<file path="src/rtl/mem_ctrl_pkg.sv">
// mem_ctrl_pkg: shared encodings, widths and the IO window base for the memory controller
package mem_ctrl_pkg;
  localparam int DATA_W = 32;
  localparam int ADDR_W = 32;
  localparam logic [ADDR_W-1:0] IO_BASE = 32'h0003_0000;
  localparam logic [1:0] SZ_BYTE = 2'd0;
  localparam logic [1:0] SZ_HALF = 2'd1;
  localparam logic [1:0] SZ_WORD = 2'd2;
  typedef enum logic [1:0] {IDLE, READ, WRITE, DONE} state_e;
  function automatic logic [2:0] size_bytes(input logic [1:0] s);
    return s == SZ_BYTE ? 3'd1 : s == SZ_HALF ? 3'd2 : 3'd4;
  endfunction
endpackage

</file>
<file path="src/rtl/mem_ctrl.sv">
// mem_ctrl: arbitrates icache/LSB requests and serialises them into byte RAM/IO accesses
module mem_ctrl
  import mem_ctrl_pkg::*;
#(
  parameter logic [ADDR_W-1:0] IO_BASE_ADDR = IO_BASE
) (
  input  logic              clk,
  input  logic              rst,
  input  logic              rdy,
  input  logic [7:0]        mem_din,
  output logic [7:0]        mem_dout,
  output logic [ADDR_W-1:0] mem_a,
  output logic              mem_wr,
  input  logic              io_buffer_full,
  input  logic              valid_from_icache,
  input  logic [ADDR_W-1:0] addr_from_icache,
  output logic              valid_to_icache,
  output logic [DATA_W-1:0] data_to_icache,
  input  logic              valid_from_lsb,
  input  logic              wr_from_lsb,
  input  logic [1:0]        size_from_lsb,
  input  logic [ADDR_W-1:0] addr_from_lsb,
  input  logic [DATA_W-1:0] data_from_lsb,
  output logic              valid_to_lsb,
  output logic [DATA_W-1:0] data_to_lsb
);
  state_e            state_q;
  logic [2:0]        cnt_q, cnt_d, n_q;
  logic [ADDR_W-1:0] addr_q, a_q, a_d;
  logic [DATA_W-1:0] data_q, buf_q;
  logic [7:0]        dout_q, byte_d;
  logic              wr_q, lsb_q, stall;
  always_comb begin
    cnt_d  = cnt_q + 3'd1;
    a_d    = addr_q + ADDR_W'(cnt_d);
    byte_d = 8'(data_q >> {cnt_d, 3'b000});
    stall  = wr_q && io_buffer_full && a_q[17:16] == IO_BASE_ADDR[17:16];
  end
  assign mem_a           = a_q;
  assign mem_dout        = dout_q;
  assign mem_wr          = wr_q && !stall;
  assign valid_to_lsb    = state_q == DONE && rdy && lsb_q;
  assign valid_to_icache = state_q == DONE && rdy && !lsb_q;
  assign data_to_lsb     = buf_q;
  assign data_to_icache  = buf_q;
  // A read byte appears on mem_din one cycle after its address, so capture lags the counter by one
  always_ff @(posedge clk) begin
    if (rst) begin
      state_q <= IDLE;
      cnt_q   <= '0;
      n_q     <= '0;
      addr_q  <= '0;
      a_q     <= '0;
      data_q  <= '0;
      buf_q   <= '0;
      dout_q  <= '0;
      wr_q    <= 1'b0;
      lsb_q   <= 1'b0;
    end else begin
      case (state_q)
        IDLE: if (rdy && (valid_from_lsb || valid_from_icache)) begin
          lsb_q   <= valid_from_lsb;
          addr_q  <= valid_from_lsb ? addr_from_lsb : addr_from_icache;
          a_q     <= valid_from_lsb ? addr_from_lsb : addr_from_icache;
          n_q     <= valid_from_lsb ? size_bytes(size_from_lsb) : 3'd4;
          data_q  <= data_from_lsb;
          dout_q  <= data_from_lsb[7:0];
          buf_q   <= '0;
          cnt_q   <= '0;
          wr_q    <= valid_from_lsb && wr_from_lsb;
          state_q <= valid_from_lsb && wr_from_lsb ? WRITE : READ;
        end
        READ: begin
          if (cnt_q != 3'd0) buf_q <= buf_q | (DATA_W'(mem_din) << {cnt_q - 3'd1, 3'b000});
          if (cnt_q == n_q) state_q <= DONE;
          else begin
            cnt_q <= cnt_d;
            if (cnt_d != n_q) a_q <= a_d;
          end
        end
        WRITE: if (!stall) begin
          if (cnt_d == n_q) begin
            state_q <= DONE;
            wr_q    <= 1'b0;
          end else begin
            cnt_q  <= cnt_d;
            a_q    <= a_d;
            dout_q <= byte_d;
          end
        end
        DONE: if (rdy) state_q <= IDLE;
        default: state_q <= IDLE;
      endcase
    end
  end
endmodule
</file>
<file path="config.mk">
export PLATFORM = sky130hd
export DESIGN_NAME = mem_ctrl
export DESIGN_NICKNAME = d
export VERILOG_FILES = /design/src/rtl/mem_ctrl_pkg.sv /design/src/rtl/mem_ctrl.sv
export SDC_FILE = /design/constraint.sdc
export NUM_CORES = 1
export LEC_CHECK = 0
export ABC_CLOCK_PERIOD_IN_PS = 8500
export BUFFER_PORTS_ARGS = -buffer_cell sky130_fd_sc_hd__clkbuf_2
export CAP_MARGIN = 20
export CORE_UTILIZATION = 56
export DETAILED_ROUTE_END_ITERATION = 10
export PLACE_DENSITY_LB_ADDON = 0.3
export SLEW_MARGIN = 5
export SYNTH_ARGS = -nofsm -noshare
export SYNTH_HDL_FRONTEND = slang
export SYNTH_SLANG_ARGS = --single-unit
</file>
<file path="constraint.sdc">
create_clock -name clk -period 8.5 [get_ports clk]
set_clock_uncertainty 0.2 [all_clocks]
set_input_delay 1.7 -clock clk [delete_from_list [all_inputs] [get_ports clk]]
set_output_delay 1.7 -clock clk [all_outputs]
set_load 0.01 [all_outputs]
</file>
==> run metrics <==
fraction of layout cells with a size suffix above 1=~27%; Post-Syn Instances=around 900; Final period util=a little over half; CTS Hold Bufs=0; # IOs=220; critical path data arrival time=4620 ps; #FFs+latches synth=146; Synth Area per Inst=about 8.5 um2; Total GRT Usage=between 20% and 30%; RSZ-0062 raised after global routing=no; first-pass GRT wire length=approximately 33000 um; most frequent cells in the layout=clkbuf_2 (218), dfxtp_1 (146), nand2_1 (109), a21oi_1 (93), nor2_1 (88); Clock Latency Late Sink=roughly 420 ps; post-CTS sizing=0; path type of the worst min-delay path=reg2reg; DP Wirelength=about 14000 um; I/O Buffers=roughly 220; top sig layer=met4; CTS tree=done; Final min period=~4500 ps; Ys Warns=0; worst vdd ir=~0.00022 V; Initial Util=between 50% and 60%; Rows=just over 40; via count=approximately 7.1k; DR DRC count=0; CTS root buf=clkbuf_16; Post-synth EDFFs=0; Crit Path Class=reg2reg; Die Height=about 120 um; PD cells=between 200 and 300 mW/mm2; MaxCap Viol Count=0; Setup Fix Bufs, Post-CTS=0; Post-Route WL=between 20000 and 25000 um; Core Region=0.01282 mm2; Post-Syn Area=0.007488 mm2; M1 WL=about 8600 um; htree depth=4; CP required=approximately 8600 ps; Hold Fails Final Rpt=0; pre-CTS setup slack=approximately 3900 ps; Die Area=about 0.014 mm2; Main synth FF type=dfxtp_1; GRT Residual Overflow=0; top cell type's share of synthesized area=about 39%; biggest area consumer among synthesized cells=dfxtp_1; total clock sinks=roughly 150; drt wl/cell=16.66 um; Slew @ Worst Pin=1104 ps; most common cell after layout, fill and taps aside=clkbuf_2; cells taking the most area after synthesis=dfxtp_1 (39%), a21oi_1 (6.2%), mux2i_1 (5.5%); met2 routed WL=roughly 9800 um; nets@finish=~1.2k; routed vias/inst=roughly 6; CTS Buf Count=17; fmax=roughly 220 MHz; Final Slew Violations=0; status=complete, no violations; Worst setup SP type=flip-flop; post-route setup slack=~4000 ps; Layout area overhead=20.57%; synth unique cells=65; fraction of registers with async set or reset after synthesis=0%; final setup vio count=0; First DRT Iteration DRCs=508; Pre-antenna DRT Iters=6; setup TNS=0 ps; antenna diode count=0; Die X=about 120 um; flop2flop setup slack=roughly 4000 ps; vias in the first global route=between 6k and 7k; Lkg Pwr=0.003941 uW; Bufs on Longest Clock Path=2; sequential share of the synthesized area=approximately two fifths; largest net degree at the start of global routing=105; met3 WL=about 1400 um; max_slew headroom=between 20% and 30%; CP endpoint kind=flip-flop; Worst-path clk slew=approximately 60 ps; Final ANT Viol Nets=0; Routability Congestion=around 0.90; Syn Nets=about 1.0k; antenna violations before repair=0; CP max FO=19
[critical path: stages, from the launching register on]
cell,delay (ps)
dfxtp_1,890
inv_1,330
ha_1,850
inv_1,230
fa_1,480
nor2b_1,280
o2111ai_1,170
buf_4,240
nor4_1,320
nor3_1,110
o41ai_1,300
[through the flow]
stage / hold slack, ps / std cells / util (%) / power, uW / area, um2
3_5_place_dp: 246.5 / 1187 / 65.59 / 1902 / 8412
5_1_grt: 267.7 / 1219 / 70.40 / 2840 / 9029
6_report: 253.9 / 1219 / 70.40 / 2698 / 9029
2_1_floorplan: 233.1 / 883 / - / 1624 / 7488
3_3_place_gp: 239.1 / 1186 / 65.38 / 1876 / 8384
4_1_cts: 254.4 / 1219 / 70.40 / 2687 / 9029
[where the power goes]
group	internal (uW)	leakage, uW	total [uW]	switching [uW]
registers	811	0.00119	932	121
clock network	488	0.000302	782	294
logic	371	0.00245	983	612
total	1670	0.00394	2700	1030
[registers in the layout (all words and copies together), names as in the netlist, 2 cells and up]
register and flops:
addr_q 32, data_q 32, n_q 3, mem_dout 8, cnt_q 3, data_to_icache 32, mem_a 32, state_q 2
[cells in the mapped netlist, types with 12 or more instances]
master,n
o211ai_1,13
nand2_1,109
dfxtp_1,146
a21oi_1,93
o21ai_1,13
buf_4,33
nor2_1,89
a211oi_1,34
nor3_1,14
nand4_1,12
clkbuf_1,50
mux2i_1,41
o21ai_0,12
ha_1,12
nand3_1,24
[final cells by class]
class	instances	area [um2]
Multi-Input combinational cell	627	4031
Fill cell	1072	3796
Sequential cell	146	2923
Timing Repair Buffer	229	1194
Clock buffer	17	425.4
Tap cell	172	215.2
Clock inverter	15	191.4
Inverter	13	48.80
[logic make-up (layout without fill, tap and decap cells)]
| logic type | count (synthesis) | in the layout | share of synthesized area [%] |
|---|---|---|---|
| fa+ha+maj | 13 | 13 | 2.272 |
| simple gates | 302 | 302 | 18.83 |
| mux | 53 | 53 | 8.488 |
| xor+xnor | 16 | 16 | 2.072 |
| buf+inv | 110 | 274 | 7.285 |
| compound gates | 243 | 243 | 22.02 |
| flops | 146 | 146 | 39.03 |
[layer usage]
| layer | up-vias | track usage, % |
|---|---|---|
| li1 | 3487 | - |
| met1 | 3317 | 38.20 |
| met2 | 300 | 48.05 |
| met3 | 36 | 6.347 |
| met4 | 0 | 10.98 |
| met5 | - | 0 |
[worst paths after layout]
| check | from | endpoint | cells past startpoint |
|---|---|---|---|
| worst max-delay path | cnt_q[0] | mem_a[22] | 10 |
| worst min-delay path | data_q[23] | data_q[23] | 2 |
| worst max register to register | cnt_q[0] | mem_a[22] | 10 |
| worst min register to register | data_q[23] | data_q[23] | 2 |
Note: power is estimated with default switching activity, not from simulation.
